`config.mk`:
```
export PLATFORM = sky130hd
export DESIGN_NAME = lemming_stim_sequencer
export DESIGN_NICKNAME = d
export VERILOG_FILES = /design/src/rtl/lemming_pkg.sv /design/src/rtl/lemming_step_mem.sv /design/src/rtl/lemming_stim_sequencer.sv
export SDC_FILE = /design/constraint.sdc
export NUM_CORES = 1
export LEC_CHECK = 0
export CAP_MARGIN = 20
export CORE_AREA = 2 2 177 109
export DETAILED_ROUTE_END_ITERATION = 8
export DIE_AREA = 0 0 179 111
export GPL_TIMING_DRIVEN = 1
export PLACE_DENSITY = 0.79
export SKIP_LAST_GASP = 1
export SLEW_MARGIN = 20
export SYNTH_ARGS = -nofsm -noshare
export SYNTH_HDL_FRONTEND = slang
export SYNTH_SLANG_ARGS = --single-unit
```
`constraint.sdc`:
```
create_clock -name clk -period 3.8 [get_ports clk]
set_input_delay 0.76 -clock clk [delete_from_list [all_inputs] [get_ports clk]]
set_output_delay 0.76 -clock clk [all_outputs]
set_load 0.005 [all_outputs]
```
`src/rtl/lemming_pkg.sv`:
```
// Shared types and constants for the lemming stimulus sequencer.
// Latency: n/a (declarations only).
// Backpressure: n/a.
package lemming_pkg;

    // Width of the FSM input vector and of the observed FSM output vector
    localparam int VEC_W      = 6;
    localparam int OBS_W      = 5;
    localparam int HOLD_W_DEF = 8;

    // Bit positions inside a step's input vector
    localparam int VEC_BUMP_LEFT        = 0;
    localparam int VEC_BUMP_RIGHT       = 1;
    localparam int VEC_SMALL_BUMP_LEFT  = 2;
    localparam int VEC_SMALL_BUMP_RIGHT = 3;
    localparam int VEC_GROUND           = 4;
    localparam int VEC_DIG              = 5;

    // Bit positions inside the observed output vector
    localparam int OBS_WALK_LEFT  = 0;
    localparam int OBS_WALK_RIGHT = 1;
    localparam int OBS_AAH        = 2;
    localparam int OBS_DIGGING    = 3;
    localparam int OBS_JUMPING    = 4;

    typedef logic [VEC_W-1:0] vec_t;
    typedef logic [OBS_W-1:0] obs_t;

    // One step-table entry at the default hold width
    typedef struct packed {
        logic [HOLD_W_DEF-1:0] hold;
        vec_t                  vec;
    } step_t;

    // Lemming standing on the ground, nothing else asserted
    localparam vec_t IDLE_VEC = 6'b010000;

    typedef enum logic [1:0] {
        ST_IDLE  = 2'd0,
        ST_RUN   = 2'd1,
        ST_PAUSE = 2'd2
    } seq_state_t;

    // Pack the five FSM outputs in observation order
    function automatic obs_t pack_obs(
        input logic walk_left,
        input logic walk_right,
        input logic aah,
        input logic digging,
        input logic jumping
    );
        obs_t o;
        o                 = '0;
        o[OBS_WALK_LEFT]  = walk_left;
        o[OBS_WALK_RIGHT] = walk_right;
        o[OBS_AAH]        = aah;
        o[OBS_DIGGING]    = digging;
        o[OBS_JUMPING]    = jumping;
        return o;
    endfunction

endpackage

```
`src/rtl/lemming_step_mem.sv`:
```
// Step table: NUM_STEPS entries of {hold, vec}, synchronous write, asynchronous read.
// Latency: write visible on the cycle after the write edge; read is combinational.
// Backpressure: none; the owner gates the write strobe.
module lemming_step_mem #(
    parameter int NUM_STEPS = 16,
    parameter int W         = 14,
    parameter int AW        = $clog2(NUM_STEPS)
) (
    input  logic          clk,
    input  logic          we,
    input  logic [AW-1:0] waddr,
    input  logic [W-1:0]  wdat,
    input  logic [AW-1:0] raddr,
    output logic [W-1:0]  rdat
);

    logic [W-1:0] mem [NUM_STEPS];

    // Table contents are deliberately left unreset; only the write port updates them
    always_ff @(posedge clk) begin
        if (we) begin
            mem[waddr] <= wdat;
        end
    end

    // Combinational read lets the next step load on the same edge the current one ends
    assign rdat = mem[raddr];

endmodule

```
`src/rtl/lemming_stim_sequencer.sv`:
```
// Plays a programmed step table into the lemming FSM inputs and samples its outputs per step.
// Latency: first vector one cycle after start; back-to-back steps with no gap; obs one cycle after a step ends.
// Backpressure: none; the pause level freezes vector and hold counter, abort returns to idle.
module lemming_stim_sequencer
    import lemming_pkg::*;
#(
    parameter int NUM_STEPS = 16,
    parameter int HOLD_W    = 8,
    // Derived from NUM_STEPS; leave at its default
    parameter int AW        = $clog2(NUM_STEPS)
) (
    input  logic              clk,
    input  logic              areset,
    // Step-table programming
    input  logic              prog_we,
    input  logic [AW-1:0]     prog_addr,
    input  logic [VEC_W-1:0]  prog_vec,
    input  logic [HOLD_W-1:0] prog_hold,
    // Playback control
    input  logic [AW-1:0]     num_steps,
    input  logic              loop_en,
    input  logic              start,
    input  logic              pause,
    input  logic              abort,
    // FSM outputs under observation
    input  logic              walk_left,
    input  logic              walk_right,
    input  logic              aah,
    input  logic              digging,
    input  logic              jumping,
    // FSM inputs being driven
    output logic              bump_left,
    output logic              bump_right,
    output logic              small_bump_left,
    output logic              small_bump_right,
    output logic              ground,
    output logic              dig,
    // Status and observation
    output logic              busy,
    output logic              done,
    output logic              obs_valid,
    output logic [AW-1:0]     obs_step,
    output logic [OBS_W-1:0]  obs_vec
);

    localparam int ENTRY_W = HOLD_W + VEC_W;

    seq_state_t          state;
    logic [AW-1:0]       step;
    logic [AW-1:0]       last_step;
    logic                loop_r;
    logic [HOLD_W-1:0]   cnt;
    vec_t                vec_r;

    logic                mem_we;
    logic [AW-1:0]       rd_addr;
    logic [ENTRY_W-1:0]  rd_dat;
    logic [HOLD_W-1:0]   rd_hold;
    vec_t                rd_vec;
    obs_t                fsm_obs;

    // The table may only change while nothing is being played
    assign mem_we = prog_we && (state == ST_IDLE);

    lemming_step_mem #(
        .NUM_STEPS (NUM_STEPS),
        .W         (ENTRY_W),
        .AW        (AW)
    ) u_step_mem (
        .clk   (clk),
        .we    (mem_we),
        .waddr (prog_addr),
        .wdat  ({prog_hold, prog_vec}),
        .raddr (rd_addr),
        .rdat  (rd_dat)
    );

    assign rd_hold = rd_dat[VEC_W +: HOLD_W];
    assign rd_vec  = rd_dat[VEC_W-1:0];

    assign fsm_obs = pack_obs(walk_left, walk_right, aah, digging, jumping);

    // Address of the entry to load at the next step boundary: entry 0 on start or wrap, else step+1
    always_comb begin
        rd_addr = '0;
        if (state != ST_IDLE && step != last_step) begin
            rd_addr = AW'(step + 1'b1);
        end
    end

    // Playback FSM: all outputs registered, abort beats pause which beats step completion
    always_ff @(posedge clk) begin
        if (areset) begin
            state     <= ST_IDLE;
            step      <= '0;
            last_step <= '0;
            loop_r    <= 1'b0;
            cnt       <= '0;
            vec_r     <= IDLE_VEC;
            busy      <= 1'b0;
            done      <= 1'b0;
            obs_valid <= 1'b0;
            obs_step  <= '0;
            obs_vec   <= '0;
        end else begin
            done      <= 1'b0;
            obs_valid <= 1'b0;
            case (state)
                ST_IDLE: begin
                    if (start) begin
                        state     <= ST_RUN;
                        busy      <= 1'b1;
                        step      <= '0;
                        last_step <= num_steps;
                        loop_r    <= loop_en;
                        cnt       <= rd_hold;
                        vec_r     <= rd_vec;
                    end
                end
                ST_RUN, ST_PAUSE: begin
                    if (abort) begin
                        state <= ST_IDLE;
                        busy  <= 1'b0;
                        vec_r <= IDLE_VEC;
                    end else if (pause) begin
                        // Vector and counter simply hold; the cycle does not count toward the step
                        state <= ST_PAUSE;
                    end else begin
                        state <= ST_RUN;
                        if (cnt != '0) begin
                            cnt <= cnt - 1'b1;
                        end else begin
                            obs_valid <= 1'b1;
                            obs_step  <= step;
                            obs_vec   <= fsm_obs;
                            if (step == last_step && !loop_r) begin
                                state <= ST_IDLE;
                                busy  <= 1'b0;
                                done  <= 1'b1;
                                vec_r <= IDLE_VEC;
                            end else begin
                                // rd_addr already points at step+1 or at 0 on wrap
                                step  <= rd_addr;
                                cnt   <= rd_hold;
                                vec_r <= rd_vec;
                            end
                        end
                    end
                end
                default: begin
                    state <= ST_IDLE;
                    busy  <= 1'b0;
                    vec_r <= IDLE_VEC;
                end
            endcase
        end
    end

    assign bump_left        = vec_r[VEC_BUMP_LEFT];
    assign bump_right       = vec_r[VEC_BUMP_RIGHT];
    assign small_bump_left  = vec_r[VEC_SMALL_BUMP_LEFT];
    assign small_bump_right = vec_r[VEC_SMALL_BUMP_RIGHT];
    assign ground           = vec_r[VEC_GROUND];
    assign dig              = vec_r[VEC_DIG];

endmodule

```
After elaboration in Yosys (flattened, before gate mapping)
Memory sizes are Yosys's and may differ from the RTL's.
Index checks and enable logic that the tools add are counted.
Cells by class
  $add $sub $neg: 2
  equal/unequal tests: 13
  mux-type cells: 35
  bitwise logic cells: 4
  reduce and logical (&&, ||, !) cells: 17
Operator list (number)
  two-way mux 8 bit: 5
  two-way mux 6 bit: 5
  two-way mux 4 bit: 6
  one-hot mux 8 bit (2 select lines): 1
  != test 3 bit (second input constant): 4
  one-hot mux 6 bit (2 select lines): 1
  two-way mux 1 bit: 11
  != test 2 bit (second input constant): 5
  one-hot mux 4 bit (2 select lines): 1
  AND reduction 4 bit: 2
  nonzero test 8 bit: 1
  subtractor 8 x 1 -> 8 bit (second input constant): 1
  two-way mux 2 bit: 3
  AND reduction 6 bit: 1
  AND reduction 5 bit: 1
  OR reduction 5 bit: 1
  adder 4 x 1 -> 4 bit (second input constant): 1
  == test 4 bit: 1
  != test 4 bit: 1
  NOT 1 bit: 4
  one-hot mux 2 bit (2 select lines): 1
  nonzero test 2 bit: 2
  OR reduction 4 bit: 1
  logical AND 1 bit: 3
  8 further kinds: 8
Word-level totals
  register bits: 37
  bits in writable memories: 224
  input bits: 34
  word-level logic and storage cells: 83
  memories: 1
Memories
  u_step_mem.mem: depth 16, bits a word 14, read ports 1, clocked after memory_dff 0, write ports 1, line lemming_step_mem.sv:17  | logic [W-1:0] mem [NUM_STEPS];

Depth between registers and ports, before layout
Gate-level depths: netlist of run 1.
An unclocked memory read counts as a cell.
  depth in word-level cells: 9
  gate-level depth with buffers: 12
  depth with buffers taken out: 8

By module
A second synthesis of run 1 with hierarchy kept.
Second synthesis, totals
  cells, all modules: 599
  area total of the unflattened synthesis: 10413.7 sq um
Modules (own cells, without submodules)
  lemming_step_mem: instances 1, cells an instance 365, area each 8483.1 sq um, sequential area each 6726.5 sq um
  lemming_stim_sequencer: instances 1, cells an instance 234, area each 1930.6 sq um, sequential area each 740.7 sq um

Worst setup path before layout of run 1
Ideal clock, no wire load.
  path kind: register -> register
  start point: reg state[0]
  end point: mem u_step_mem.mem[12][0], enable pin
  arrival time: 2.251 ns
  data required time: 3.397 ns
  slack: 1.146 ns
  cell stages (with the launch flop): 7
  path buffers: 2
  clock period less this slack: 2.654 ns
  path through: dfxtp_1 > inv_1 > ha_1 > clkbuf_1 > clkbuf_1 > nand4_1 > nor3_1
On the way
  cells in the longest elaborated chain, start to end: 4
RTL lines
  start: declaration: line lemming_stim_sequencer.sv:48  | seq_state_t state;
  start signal: assignment: line lemming_stim_sequencer.sv:94  | state <= ST_IDLE;
  start signal: assignment: line lemming_stim_sequencer.sv:111  | state <= ST_RUN;
  start signal: assignment: line lemming_stim_sequencer.sv:122  | state <= ST_IDLE;
  zero test 2 bit: line lemming_stim_sequencer.sv:63  | assign mem_we = prog_we && (state == ST_IDLE);
  logical AND 1 bit: line lemming_stim_sequencer.sv:63
  two-way mux 1 bit: line lemming_step_mem.sv:21  | if (we) begin
  two-way mux 1 bit (not written as such): line lemming_step_mem.sv:22  | mem[waddr] <= wdat;
  end: declaration: line lemming_step_mem.sv:17
Every way passes these cells.

Final worst setup path of run 1
  start point: reg state[1]
  end point: reg cnt[4]
On the way
  cells in the longest elaborated chain, start to end: 9
RTL lines
  nonzero test 2 bit: line lemming_stim_sequencer.sv:86  | if (state != ST_IDLE && step != last_step) begin
  logical AND 1 bit: line lemming_stim_sequencer.sv:86
  two-way mux 4 bit: line lemming_stim_sequencer.sv:86
  memory (16 x 14 bit)
  two-way mux 8 bit: line lemming_stim_sequencer.sv:136  | if (step == last_step && !loop_r) begin
  two-way mux 8 bit: line lemming_stim_sequencer.sv:130  | if (cnt != '0) begin
  two-way mux 8 bit: line lemming_stim_sequencer.sv:125  | end else if (pause) begin
  two-way mux 8 bit: line lemming_stim_sequencer.sv:121  | if (abort) begin
  one-hot mux 8 bit (2 select lines): line lemming_stim_sequencer.sv:108  | case (state)
  end signal: assignment: line lemming_stim_sequencer.sv:116  | cnt <= rd_hold;
  end signal: assignment: line lemming_stim_sequencer.sv:131  | cnt <= cnt - 1'b1;
  end signal: assignment: line lemming_stim_sequencer.sv:144  | cnt <= rd_hold;
  end: declaration: line lemming_stim_sequencer.sv:52  | logic [HOLD_W-1:0] cnt;
Parallel ways exist; a longest one is shown, timed or not. The select of a mux whose other input is x is not followed.
A chain may end at the register's enable or synchronous reset.

==> results, run 1 <==
- The run finished with clean final reports.
- The core box area is 0.0185 mm².
- The critical path arrival is 3.75 ns.
- At the worst endpoint, the required time is 4.24 ns.
- After legalization and detailed placement, the total HPWL measured 18.3 mm.
- The first global-routing pass estimated 42.4 mm of wire.
- The number of antenna diodes in the final layout is 0.
- Setup repair after global routing left no endpoint under its margin.
- At the pin with the least slew margin, the transition time is 1.10 ns.
- Counting I/O delays and the setup requirement, the final critical path takes 3.31 ns.
- The total routing resource utilization after global routing is 28.9%.
- The summed negative setup slack over all endpoints is 0 ns.
- The post-CTS resize count is 0.
- The clock slew at the register clock pins of the worst setup and hold paths is 0.06 ns.
- Counting cells, the worst reg-to-reg path comes to 10.
- The total congestion overflow is 0.
- The type of destination of the critical path is a flip-flop.
- The post-route clock skew is 0.0348 ns.
- The via count of the first global-routing pass is 7,057.
- Summed over all instances, the cell type with the most area after synthesis is sky130_fd_sc_hd__edfxtp_1.
- Yosys instantiated no cell more often than sky130_fd_sc_hd__edfxtp_1.
- After detailed routing, the total wire length is 28.3 mm.
- The pin count of the biggest net entering global routing is 37.
- The class of the most critical hold timing path is flip-flop to flip-flop.
- The full die area is 0.0199 mm².
- The root buffer cell chosen for the clock tree is sky130_fd_sc_hd__clkbuf_16.
- The worst hold path passes through 2 cells.
- The cell count after placement is 1,069.
- The worst setup path is of the flip-flop to flip-flop kind.
- The clock tree from TritonCTS is yes.
- The detailed router finished its first iteration with 1,117 violations.
- The post-synthesis average cell area is 13.9 µm².
- The count of nets left with antenna violations once routing finished came out at 0.
- Counting flops with an async set or reset pin after synthesis yields a share of 0%.
- The number of buffers on the longest clock path is 3.
- In this run, CTS created clock tree buffers numbering 24.
- The peak fanout along the critical path is 28.
- The number of failing hold endpoints at the final stage is 0.
- During synthesis, Yosys emitted a total of 0 warnings.
- The count of buffers added by post-CTS timing repair for setup is 0.
- For the worst-skew pair, the clock arrives at the later sink with an insertion delay of 0.55 ns.
- The endpoint identified for the worst register-to-register timing path is cnt[4].
- The site row count is 39.
- In this run the power density over the cells is 481 mW/mm².
- The mapped netlist covers 0.0108 mm².
- The maximum VDD drop is 0.335 mV.
- Before CTS, the worst setup slack after placement is 0.514 ns.
- The congestion estimate from routability-driven global placement came to 0.926.
- 52 I/O pins were placed.
- STA classifies the critical path startpoint as a flip-flop.
- The reg-to-reg critical path startpoint is state[1].
- The via count normalized by instance count is 6.63.
- The total number of vias is 7,382.
- After the flow finishes, the layout carries non-filler instances totaling 1,113.
- The number of unique standard cell types used by synthesis is 70.
- Overall power consumption after layout is estimated at 5990 µW.
- From synthesis to final layout, the design area changed by 15.4%.
- In this run the vertical extent of the chip is 111 µm.
- For flop-to-flop paths, the worst setup slack is 0.49 ns.
- The post-route clock period utilization is 87.1%.
- Once the floorplan was initialized, standard cells occupied 58.4% of the core.
- In the final routed layout, each cell accounts on average for 25.4 µm.
- By area the synthesized netlist is led by sky130_fd_sc_hd__edfxtp_1 (62%), sky130_fd_sc_hd__dfxtp_1 (6.9%), sky130_fd_sc_hd__mux2i_1 (3.7%).
- The worst hold path endpoint is obs_vec[1].
- Derived from the worst setup path, the maximum achievable clock frequency is 302 MHz.
- The setup slack of the critical path after layout is 0.488 ns.
- The count of unresolved DRC violations after routing is 0.
- The number of antenna violations at the first check in global routing is 0.
- After the last flow step, the layout net total stands at 887.
- The total setup violations reported at the end of the flow is 0.
- For this design, the CTS-stage hold fixing added 0 buffers.
- The number of nets produced by synthesis is 817.
- The max-slew headroom at the worst pin is 26.4%.
- The TritonCTS sink count is 261.
- The number of instances in the synthesized netlist is 779.
- Counting instances in the post-synthesis netlist gives the leading cell types as sky130_fd_sc_hd__edfxtp_1 (224), sky130_fd_sc_hd__nand2_1 (103), sky130_fd_sc_hd__mux2i_1 (40), sky130_fd_sc_hd__nand3_1 (38).
- The startpoint identified for the worst hold timing path is obs_vec[1].
- The area share of the leading cell type in the synthesized netlist is 62.3%.
- From left edge to right edge, the die measures 179 µm.
- The number of max-cap violations is 0.
- The synthesized design contains 261 register bits.
- The synthesized design contains 224 enable-type register cells.
- The fraction of final layout cells with drive strength greater than 1 is 11.5%.
- The reported leakage power is 0.00408 µW.
- Sequential elements use 69.2% of the synthesized area.
- The number of max-slew violations in the final report is 0.
- The dominant synthesized flop cell is sky130_fd_sc_hd__edfxtp_1.
- The number of buffers added on ports is 51.
- The pre-antenna-repair detailed-routing pass consisted of 8 iterations.
- In this run the number of H-tree levels came out at 1.
-- state kept, by name (all words and copies together) (netlist names), 2 cells and up --
signal and flops:
u_step_mem.mem 224, cnt 8, vec_r 6, obs_vec 5
last_step 4, obs_step 4, step 4, state 2
-- final cells by class --
cell class                      count  area [µm²]
Sequential cell                   261        7470
Fill cell                        1276        6030
Multi-Input combinational cell    461        3100
Timing Repair Buffer               91         811
Clock buffer                       35         662
Tap cell                          246         308
Clock inverter                      9        68.8
Inverter                           10        37.5
-- power breakdown --
part | switching, µW | internal (µW)
Sequential | 43.2 | 3170
Combinational | 337 | 192
Clock | 1030 | 1220
-- cell usage in the layout (no fill, tap or decap), drive strengths merged, types with 6 or more instances in the layout --
| master | count |
|---|---|
| nor2 | 28 |
| nand2 | 103 |
| buf | 40 |
| clkbuf | 35 |
| nand3 | 38 |
| a211oi | 8 |
| xnor2 | 6 |
| mux2i | 40 |
| nor2b | 6 |
| dfxtp | 37 |
| a221o | 15 |
| edfxtp | 224 |
| clkinv | 8 |
| nor3 | 14 |
| nand4 | 6 |
| clkdlybuf4s50 | 51 |
| a32oi | 10 |
| o22ai | 9 |
| a22oi | 8 |
| a31oi | 9 |
| a21oi | 37 |
| inv | 10 |
| nand2b | 6 |
| o21ai | 8 |
| nor4 | 8 |
| xor2 | 6 |
| o211ai | 8 |
-- per-stage QoR --
step                cell area, µm²  hold slack [ns]  utilization (%)
finish                       12500            0.460             67.4
global placement             11700            0.438             63.4
global route                 12500            0.480             67.4
detailed placement           11700            0.450             63.4
floorplan                    10800            0.448                -
CTS                          12500            0.458             67.4
-- cell families after synthesis --
group | share of synthesized area [%]
mux | 4.65
flops | 69.2
xor+xnor | 1.11
fa+ha+maj | 0.464
compound gates | 12.5
simple gates | 9.83
buf+inv | 2.29
-- worst max-delay path by stage --
stage / start / endpoint / slack [ns]
after floorplan: state[0] / u_step_mem.mem[12][0] / 1.15
after global placement: start / cnt[0] / 0.65
after detailed placement: start / cnt[0] / 0.51
after CTS: state[1] / cnt[4] / 0.57
after global routing: state[0] / cnt[4] / 0.22
final: state[1] / cnt[4] / 0.49
-- worst max-delay path, stage by stage (launching register included) --
cell                        delay [ns]
sky130_fd_sc_hd__dfxtp_1          0.32
sky130_fd_sc_hd__inv_1            0.08
sky130_fd_sc_hd__ha_1             0.72
sky130_fd_sc_hd__nor2_1           0.26
sky130_fd_sc_hd__o41ai_4          0.12
sky130_fd_sc_hd__buf_4            0.34
sky130_fd_sc_hd__buf_4            0.39
sky130_fd_sc_hd__nand2_1          0.08
sky130_fd_sc_hd__a2111oi_0        0.50
sky130_fd_sc_hd__a21oi_1          0.17
sky130_fd_sc_hd__a31oi_1          0.22
-- routing by layer --
| layer | global-route usage [%] | share of wire [%] | up-vias |
|---|---|---|---|
| met3 | 6.10 | 13 | 63 |
| met2 | 40.4 | 42 | 556 |
| li1 | - | - | 3196 |
| met4 | 7.53 | 2.6 | 0 |
| met1 | 46.0 | 42 | 3567 |
| met5 | 0 | 0 | - |
Note: power is estimated with default switching activity, not from simulation.
==> run 2: changes to the inputs <==
--- a/config.mk
+++ b/config.mk
@@ -6,13 +6,15 @@
 export NUM_CORES = 1
 export LEC_CHECK = 0
 export CAP_MARGIN = 20
-export CORE_AREA = 2 2 177 109
+export CORE_AREA = 2 2 174 108
 export DETAILED_ROUTE_END_ITERATION = 8
-export DIE_AREA = 0 0 179 111
+export DIE_AREA = 0 0 176 110
+export GPL_ROUTABILITY_DRIVEN = 0
 export GPL_TIMING_DRIVEN = 1
-export PLACE_DENSITY = 0.79
+export PLACE_DENSITY = 0.78
 export SKIP_LAST_GASP = 1
 export SLEW_MARGIN = 20
 export SYNTH_ARGS = -nofsm -noshare
 export SYNTH_HDL_FRONTEND = slang
+export SYNTH_HIERARCHICAL = 1
 export SYNTH_SLANG_ARGS = --single-unit
==> run 2 against run 1 <==
Clock power about the same. Global-route usage down 4.1 points. Setup slack better by 0.011 ns. Hold slack better by 0.0033 ns. Final cell count down 16%. Clock-buffer cell count up 1. Critical endpoint is now vec_r[4].
==> results, run 2 <==
- The run finished with clean final reports.
- After layout, the worst setup slack is 0.499 ns.
- For met3 alone, demand over resource in global routing was 3.94%.
- The via count normalized by instance count is 6.26.
- The die is 110 µm tall.
- Counting tap cells, the placed design contains a total of 892 instances.
- Walking the worst path, the cells encountered are xor2_1 > nor4_2 > buf_4 > nor2_1 > nand2_1 > inv_2 > mux4_2 > a22oi_1 > nand2_1 > a21oi_1 > o22ai_1 > o41a_1.
- The number of gates resized after CTS was 0.
- The growth of design area from synthesis to finish is 15.9%.
- The tightest hold path in the finished design has a slack of 0.463 ns.
- The class of the most critical hold timing path is flip-flop to flip-flop.
- The die covers 0.0194 mm².
- The number of unique standard cell types used by synthesis is 57.
- Counting flops and latches in the post-synthesis netlist gives 261.
- Once layout is done, the placed cells without fillers occupy 0.0121 mm².
- The count of flip-flops with a built-in enable after synthesis is 224.
- The post-route clock skew is 0.0119 ns.
- The buffers plus inverters on the worst setup path is 2.
- The worst-path cell with the longest stage delay is sky130_fd_sc_hd__inv_2.
- In this run the mean area of a mapped cell was 17.4 µm².
- The placed standard-cell area is 0.0113 mm².
- The number of DRC violations after detailed-routing iteration 0 is 686.
- The clock tree from TritonCTS is yes.
- The number of standard cells in the final layout excluding fillers is 934.
- The Yosys step of the flow raised 6 warnings.
- The total area inside the core boundary comes to 0.0177 mm².
- In the final layout, the share of cells above drive strength 1 is 18.9%.
- The site row count is 38.
- The synthesized netlist occupies a cell area of 0.0104 mm².
- The I/O pin count is 52.
- The number of antenna violations at the first check in global routing is 0.
- The most common cell after layout, fill and taps aside is sky130_fd_sc_hd__edfxtp_1.
- VDD sags by at most 0.429 mV.
- The area share of the leading cell type in the synthesized netlist is 64.6%.
- The number of max-cap violations is 0.
- For this run the aggregate overflow at the end of global routing stands at 0.
- For the final routed database, the setup TNS stands at 0 ns.
- sky130_fd_sc_hd__edfxtp_1 takes more of the synthesized area than any other cell.
- By startpoint and endpoint, the worst setup path is classified as flip-flop to flip-flop.
- Sorting the synthesized cells by area gives the leading types as sky130_fd_sc_hd__edfxtp_1 (65%), sky130_fd_sc_hd__mux4_2 (12%), sky130_fd_sc_hd__dfxtp_1 (7.1%).
- The sequential area share after synthesis is 71.7%.
- The slew of the pin with the lowest slew margin is 0.840 ns.
- The number of antenna diodes in the final layout is 0.
- Clock-pin slew was measured on the worst setup and hold paths at 0.06 ns.
- The type of destination of the critical path is a flip-flop.
- The number of fill cells in the layout is 1,118.
- Power spread over the standard cell area amounts to 495 mW/mm².
- Of all nets on the critical path, the largest fanout is 25.
- The largest registers in the layout are u_step_mem/mem (224), cnt (8), vec_r (6).
- The number of failing hold endpoints at the final stage is 0.
- TritonCTS created 24 clock buffers.
- The number of flip-flops under the largest register name is 224.
- STA puts the critical path data required time at 4.20 ns.
- The reported leakage power is 0.00384 µW.
- The pre-antenna-repair detailed-routing pass consisted of 5 iterations.
- Setup repair after global routing left no endpoint under its margin.
- The post-placement worst setup slack is 0.506 ns.
- The library cell appearing most often on the critical path is sky130_fd_sc_hd__nand2_1.
- The most frequent cell after synthesis is sky130_fd_sc_hd__edfxtp_1.
- Leaving out fill and tap cells, the most frequent cells in the layout are sky130_fd_sc_hd__edfxtp_1 (224), sky130_fd_sc_hd__mux4_2 (56), sky130_fd_sc_hd__clkdlybuf4s50_1 (51).
- The count of nets left with antenna violations once routing finished came out at 0.
- The first global-routing pass estimated 35.3 mm of wire.
- By count the netlist is led by sky130_fd_sc_hd__edfxtp_1 (224), sky130_fd_sc_hd__mux4_2 (56), sky130_fd_sc_hd__nor2_1 (40), sky130_fd_sc_hd__nand2_1 (38), sky130_fd_sc_hd__dfxtp_1 (37).
- In the finished design, the share of the clock period the worst path needs comes to 86.9%.
- The gate family responsible for the most delay along the worst path is compound AO/OA/AOI/OAI gates.
- The total wire length after detailed routing is 22.9 mm.
- The register containing the most flip-flops in the final layout is u_step_mem/mem.
- From left edge to right edge, the die measures 176 µm.
- The max-slew headroom at the worst pin is 43.6%.
- The final critical path time including I/O delays and setup is 3.30 ns.
- The total setup violations reported at the end of the flow is 0.
- Entering global routing, the biggest net connects 47 pins.
- The total number of vias is 5,844.
- For this design, the sink count on the clock tree is 261.
- For this run, design rule violations remaining after detail routing come to 0.
- The largest single stage delay on the critical path is 0.50 ns.
- When the netlist entered floorplanning its net count stood at 637.
- The via count of the first global-routing pass is 5,955.
- Summing all multi-input logic gate instances after layout gives 0.00278 mm².
- No sink is reached through more buffers than the 3 on the longest clock path.
- Timing would allow up to 303 MHz.
- The area taken by flip-flops and latches is 0.00747 mm².
- The average routed wire per standard cell is 24.5 µm.
- Post-CTS timing repair inserted 0 buffers for setup.
- met2 is the most crowded layer.
- The routing usage on met2 is 40.6%.
- In the synthesized netlist, the number of instances is 599.
- For this configuration, the core starts out at a cell density of 58.7%.
- In the synthesized netlist the dominant register cell turns out to be sky130_fd_sc_hd__edfxtp_1.
- The number of max-slew violations in the final report was 0.
- The clock insertion delay at the later pin of the skew report is 0.52 ns.
- In the final design database the tool counted 716 nets.
- Buffers inserted to repair hold after CTS numbered 0.
- For the worst setup path, the data arrival time is 3.70 ns.
- The element type at the critical path start is a flip-flop.
- Global routing consumed, on the met1 layer, 35.8% of the routing resources.
- Global routing used 24.8% of the available tracks.
- For this run, asynchronously set or reset flops after synthesis account for 0%.
- Detailed placement ended at an HPWL of 14.6 mm.
- The CTS root buffer is sky130_fd_sc_hd__clkbuf_16.
- The maximum level of the CTS H-tree is 1.
- The number of buffers added on ports is 51.
- The setup slack of the worst register-to-register path is 0.50 ns.
[run 2: cell types whose count changed after synthesis, moves of 8 or more]
cell | previous run | this run
sky130_fd_sc_hd__a21oi_1 | 37 | 20
sky130_fd_sc_hd__a221o_1 | 15 | 0
sky130_fd_sc_hd__a22oi_1 | 7 | 28
sky130_fd_sc_hd__a31oi_1 | 9 | 1
sky130_fd_sc_hd__a32oi_1 | 10 | 0
sky130_fd_sc_hd__clkbuf_1 | 25 | 14
sky130_fd_sc_hd__mux2i_1 | 40 | 9
sky130_fd_sc_hd__mux4_2 | 3 | 56
sky130_fd_sc_hd__nand2_1 | 103 | 38
sky130_fd_sc_hd__nand3_1 | 38 | 10
sky130_fd_sc_hd__nor2_1 | 28 | 40
[run 2: path summary, 6_finish.rpt]
path,startpoint,end,cells after the start
setup / recovery,step[0],vec_r[4],12
hold / removal,vec_r[2],vec_r[2],2
setup reg to reg,step[0],vec_r[4],12
hold reg to reg,vec_r[2],vec_r[2],2
[run 2: routing by layer]
layer,part of all wire (%),wire length (µm)
met5,0,0
met4,1.8,414
met3,8.0,1820
met2,48,11000
met1,42,9700
[run 2: layout make-up]
cell class                      instances  area share [%]
Tap cell                              240            2.49
Sequential cell                       261            61.9
Multi-Input combinational cell        301            23.0
Clock buffer                           36            5.53
Inverter                                7           0.218
Timing Repair Buffer                   83            6.43
Clock inverter                          6           0.425
[run 2: cells by family (layout without fill, tap and decap cells)]
| family | Yosys count | count (layout) | synth area share [%] |
|---|---|---|---|
| AO/OA/AOI/OAI | 83 | 83 | 5.45 |
| XOR/XNOR | 6 | 6 | 0.505 |
| adder cells (fa/ha/maj) | 4 | 4 | 0.481 |
| flip-flops | 261 | 261 | 71.7 |
| multiplexers | 66 | 66 | 13.1 |
| AND/OR/NAND/NOR | 142 | 142 | 6.91 |
| buffers and inverters | 37 | 132 | 1.86 |
[run 2: power by group]
group | total [µW] | internal (µW) | switching (µW) | leakage, µW
clock network | 2260 | 1270 | 981 | 0.000348
registers | 3200 | 3160 | 35.1 | 0.00232
logic | 518 | 224 | 294 | 0.00117
[run 2: stage by stage]
step / power [µW] / utilization [%]
after CTS: 6000 / 68.0
after global routing: 6160 / 68.0
final: 5970 / 68.0
after detailed placement: 3770 / 64.0
after global placement: 3750 / 64.0
after floorplan: 3590 / -
[run 2: worst reg2reg max path: cells and delay by family (launching register included)]
family / cells / cell delay, ns
flops: 1 / 0.48
compound gates: 4 / 0.90
buf+inv: 2 / 0.67
xor+xnor: 1 / 0.22
simple gates: 4 / 0.53
mux: 1 / 0.41
==> run 3: changes to the inputs <==
--- a/config.mk
+++ b/config.mk
@@ -6,12 +6,12 @@
 export NUM_CORES = 1
 export LEC_CHECK = 0
 export CAP_MARGIN = 20
-export CORE_AREA = 2 2 174 108
+export CORE_AREA = 2 2 267 164
 export DETAILED_ROUTE_END_ITERATION = 8
-export DIE_AREA = 0 0 176 110
+export DIE_AREA = 0 0 269 166
 export GPL_ROUTABILITY_DRIVEN = 0
 export GPL_TIMING_DRIVEN = 1
-export PLACE_DENSITY = 0.78
+export SETUP_SLACK_MARGIN = 0.05
 export SKIP_LAST_GASP = 1
 export SLEW_MARGIN = 20
 export SYNTH_ARGS = -nofsm -noshare
==> run 3 against run 2 <==
Critical path depth grew 2. Setup slack gained 0.078 ns. Power grew 0.25%. Utilization shrank 39 points. First-iteration DRC count shrank 15%. Sequential cell count is the same. Critical endpoint is now cnt[2].
==> results, run 3 (synthesized netlist as in run 2, its figures left out) <==
- The flow ran to the end, and the final reports show no timing, DRC or antenna violations.
- Leaving out fill and tap cells, the most frequent cell in the layout is sky130_fd_sc_hd__edfxtp_1.
- After detailed placement, the total cell area comes to 0.0118 mm².
- Subtracting the final worst setup slack from the clock period gives 3.22 ns.
- Along the worst path, the maximum fanout reaches 9.
- The number of fill cells in the layout is 4,145.
- TritonCTS built the clock tree.
- The post-CTS resize count is 0.
- From bottom edge to top edge, the die measures 166 µm.
- The total number of nets in the final design is 716.
- The post-route cell area is 0.0125 mm².
- The clock slew at the register clock pins of the worst setup and hold paths is 0.07 ns.
- The worst setup path is launched from a flip-flop.
- The fraction of final layout cells with drive strength greater than 1 is 19.7%.
- The maximum level of the CTS H-tree is 1.
- The final layout contains routed wiring with a total length of 24.8 mm.
- The post-placement worst setup slack is 0.638 ns.
- In this run the post-CTS setup repair buffer count came out at 0.
- The die is 269 µm wide.
- The global-route wire length before repair is 37.5 mm.
- Pin placement for this block handled 52 I/O pins.
- The class of the most critical hold timing path is flip-flop to flip-flop.
- In this run the tightest slew margin relative to its limit is 41.9%.
- The region available for standard cell placement spans 0.0424 mm².
- The cell sitting at the root of the clock tree is a sky130_fd_sc_hd__clkbuf_16.
- After legalization and detailed placement, the total HPWL measured 15.6 mm.
- The number of failing hold endpoints at the final stage is 0.
- The data required time at the worst endpoint is 4.18 ns.
- The full die area is 0.0447 mm².
- The count of unresolved DRC violations after routing is 0.
- The total number of vias is 5,842.
- The count of hold buffers inserted by post-cts repair is 0.
- The register with the most flip-flops in the layout has 224 of them.
- The area of the multi-input gates is 0.00278 mm².
- The largest registers in the layout are u_step_mem/mem (224), cnt (8), vec_r (6).
- Using the TritonRoute via totals, the vias-per-cell ratio works out to 4.59.
- The worst-case IR drop observed on VDD is 0.253 mV.
- The total iterations of the first detailed-routing run is 6.
- Dividing the detail-routed wire length by the instance count gives 19.5 µm.
- The summed negative setup slack over all endpoints is 0 ns.
- The number of buffers on the longest clock path is 3.
- Setup violations remaining at the end of the flow were counted as 0.
- The post-route clock period utilization is 84.8%.
- The total overflow left after global routing is 0.
- Leaving out fill and tap cells, the most frequent cells in the layout are sky130_fd_sc_hd__edfxtp_1 (224), sky130_fd_sc_hd__mux4_2 (56), sky130_fd_sc_hd__clkdlybuf4s50_1 (51).
- The number of max-slew violations in the final report is 0.
- The detail route stage leaves a number of antenna-violating nets equal to 0.
- Dividing total power by cell area gives a power density of 479 mW/mm².
- At the pin with the least slew margin, the transition time is 0.865 ns.
- Row generation in the floorplan step produced 59 rows.
- The tool flagged a number of max-cap violations equal to 0.
- The diode insertion count for antenna repair is 0.
- In the global route stage, overall resource usage came out at 11.2%.
- The growth of design area from synthesis to finish is 20.0%.
- The total CTS buffers is 22.
- Data on the critical path arrives at its endpoint at 3.61 ns.
- Across the routed clock network, the largest skew measured is 0.0102 ns.
- The starting utilization of the core area is 24.5%.
- The number of buffers added on ports is 51.
- Entering global routing, the biggest net connects 57 pins.
- The TritonCTS sink count is 261.
- The register containing the most flip-flops in the final layout is u_step_mem/mem.
- The final standard cell utilization of the core is 29.4%.
- The highest achievable clock rate is 310 MHz.
- The clock insertion delay at the later pin of the skew report is 0.52 ns.
- STA classifies the critical path endpoint as a flip-flop.
- The critical path in this run is classified as flip-flop to flip-flop.
- The number of antenna violations at the first check in global routing was 0.
- In the final layout, flip-flops and latches occupy 0.00747 mm².
- Across all setup checks in the final design, the least slack found is 0.577 ns.
- Summed over all cells, the static leakage comes to 0.00384 µW.
- Setup repair after global routing left no endpoint under its margin.
- The via count of the first global-routing pass was 5,746.
- In this run, the number of DRC markers left after iteration 0 of detailed routing was 581.
-- run 3: changes by cell type in the layout (fill, tap and decap cells not counted), sizes merged --
cell	delta
clkinv	+3
bufinv	+1
clkinvlp	+1
clkbuf	-7
buf	+2
-- run 3: final timing paths --
check | from | to | slack (ns) | cells past startpoint
setup / recovery | step[0] | cnt[2] | 0.58 | 14
setup reg to reg | step[0] | cnt[2] | 0.58 | 14
hold / removal | vec_r[3] | vec_r[3] | 0.47 | 2
hold reg to reg | vec_r[3] | vec_r[3] | 0.47 | 2
-- run 3: layout make-up --
class | count | area share (%)
inverters | 7 | 0.210
clock buffers | 29 | 4.79
repair buffers | 85 | 6.33
multi-input cells | 301 | 22.3
well taps | 579 | 5.80
clock inverters | 11 | 0.861
flip-flops and latches | 261 | 59.8
-- run 3: stage by stage --
stage	std cells	total power (µW)	hold slack, ns
final	1273	5990	0.466
after global routing	1273	6210	0.499
after CTS	1273	6040	0.472
after detailed placement	1233	3790	0.455
after global placement	1233	3780	0.450
after floorplan	599	3590	0.445
-- run 3: power breakdown --
part	switching [µW]	total [µW]	internal, µW
registers	34.4	3200	3160
clock network	1010	2260	1250
logic	306	530	224
-- run 3: critical path: stages (launching register included) --
cell,delay (ns)
sky130_fd_sc_hd__dfxtp_1,0.49
sky130_fd_sc_hd__xor2_1,0.22
sky130_fd_sc_hd__nor4_2,0.07
sky130_fd_sc_hd__buf_4,0.16
sky130_fd_sc_hd__nor2_1,0.24
sky130_fd_sc_hd__nand2_1,0.15
sky130_fd_sc_hd__inv_2,0.25
sky130_fd_sc_hd__buf_4,0.26
sky130_fd_sc_hd__buf_4,0.21
sky130_fd_sc_hd__mux4_2,0.31
sky130_fd_sc_hd__a22oi_1,0.26
sky130_fd_sc_hd__nand2_1,0.08
sky130_fd_sc_hd__mux2_2,0.27
sky130_fd_sc_hd__nand2_1,0.06
sky130_fd_sc_hd__a21oi_1,0.05
-- run 3: metal layers --
layer,global-route usage [%],part of all wire (%),wire [µm]
met5,0,0,0
met4,1.47,1.3,314
met3,3.02,7.7,1910
met2,15.7,42,10500
met1,17.4,49,12100
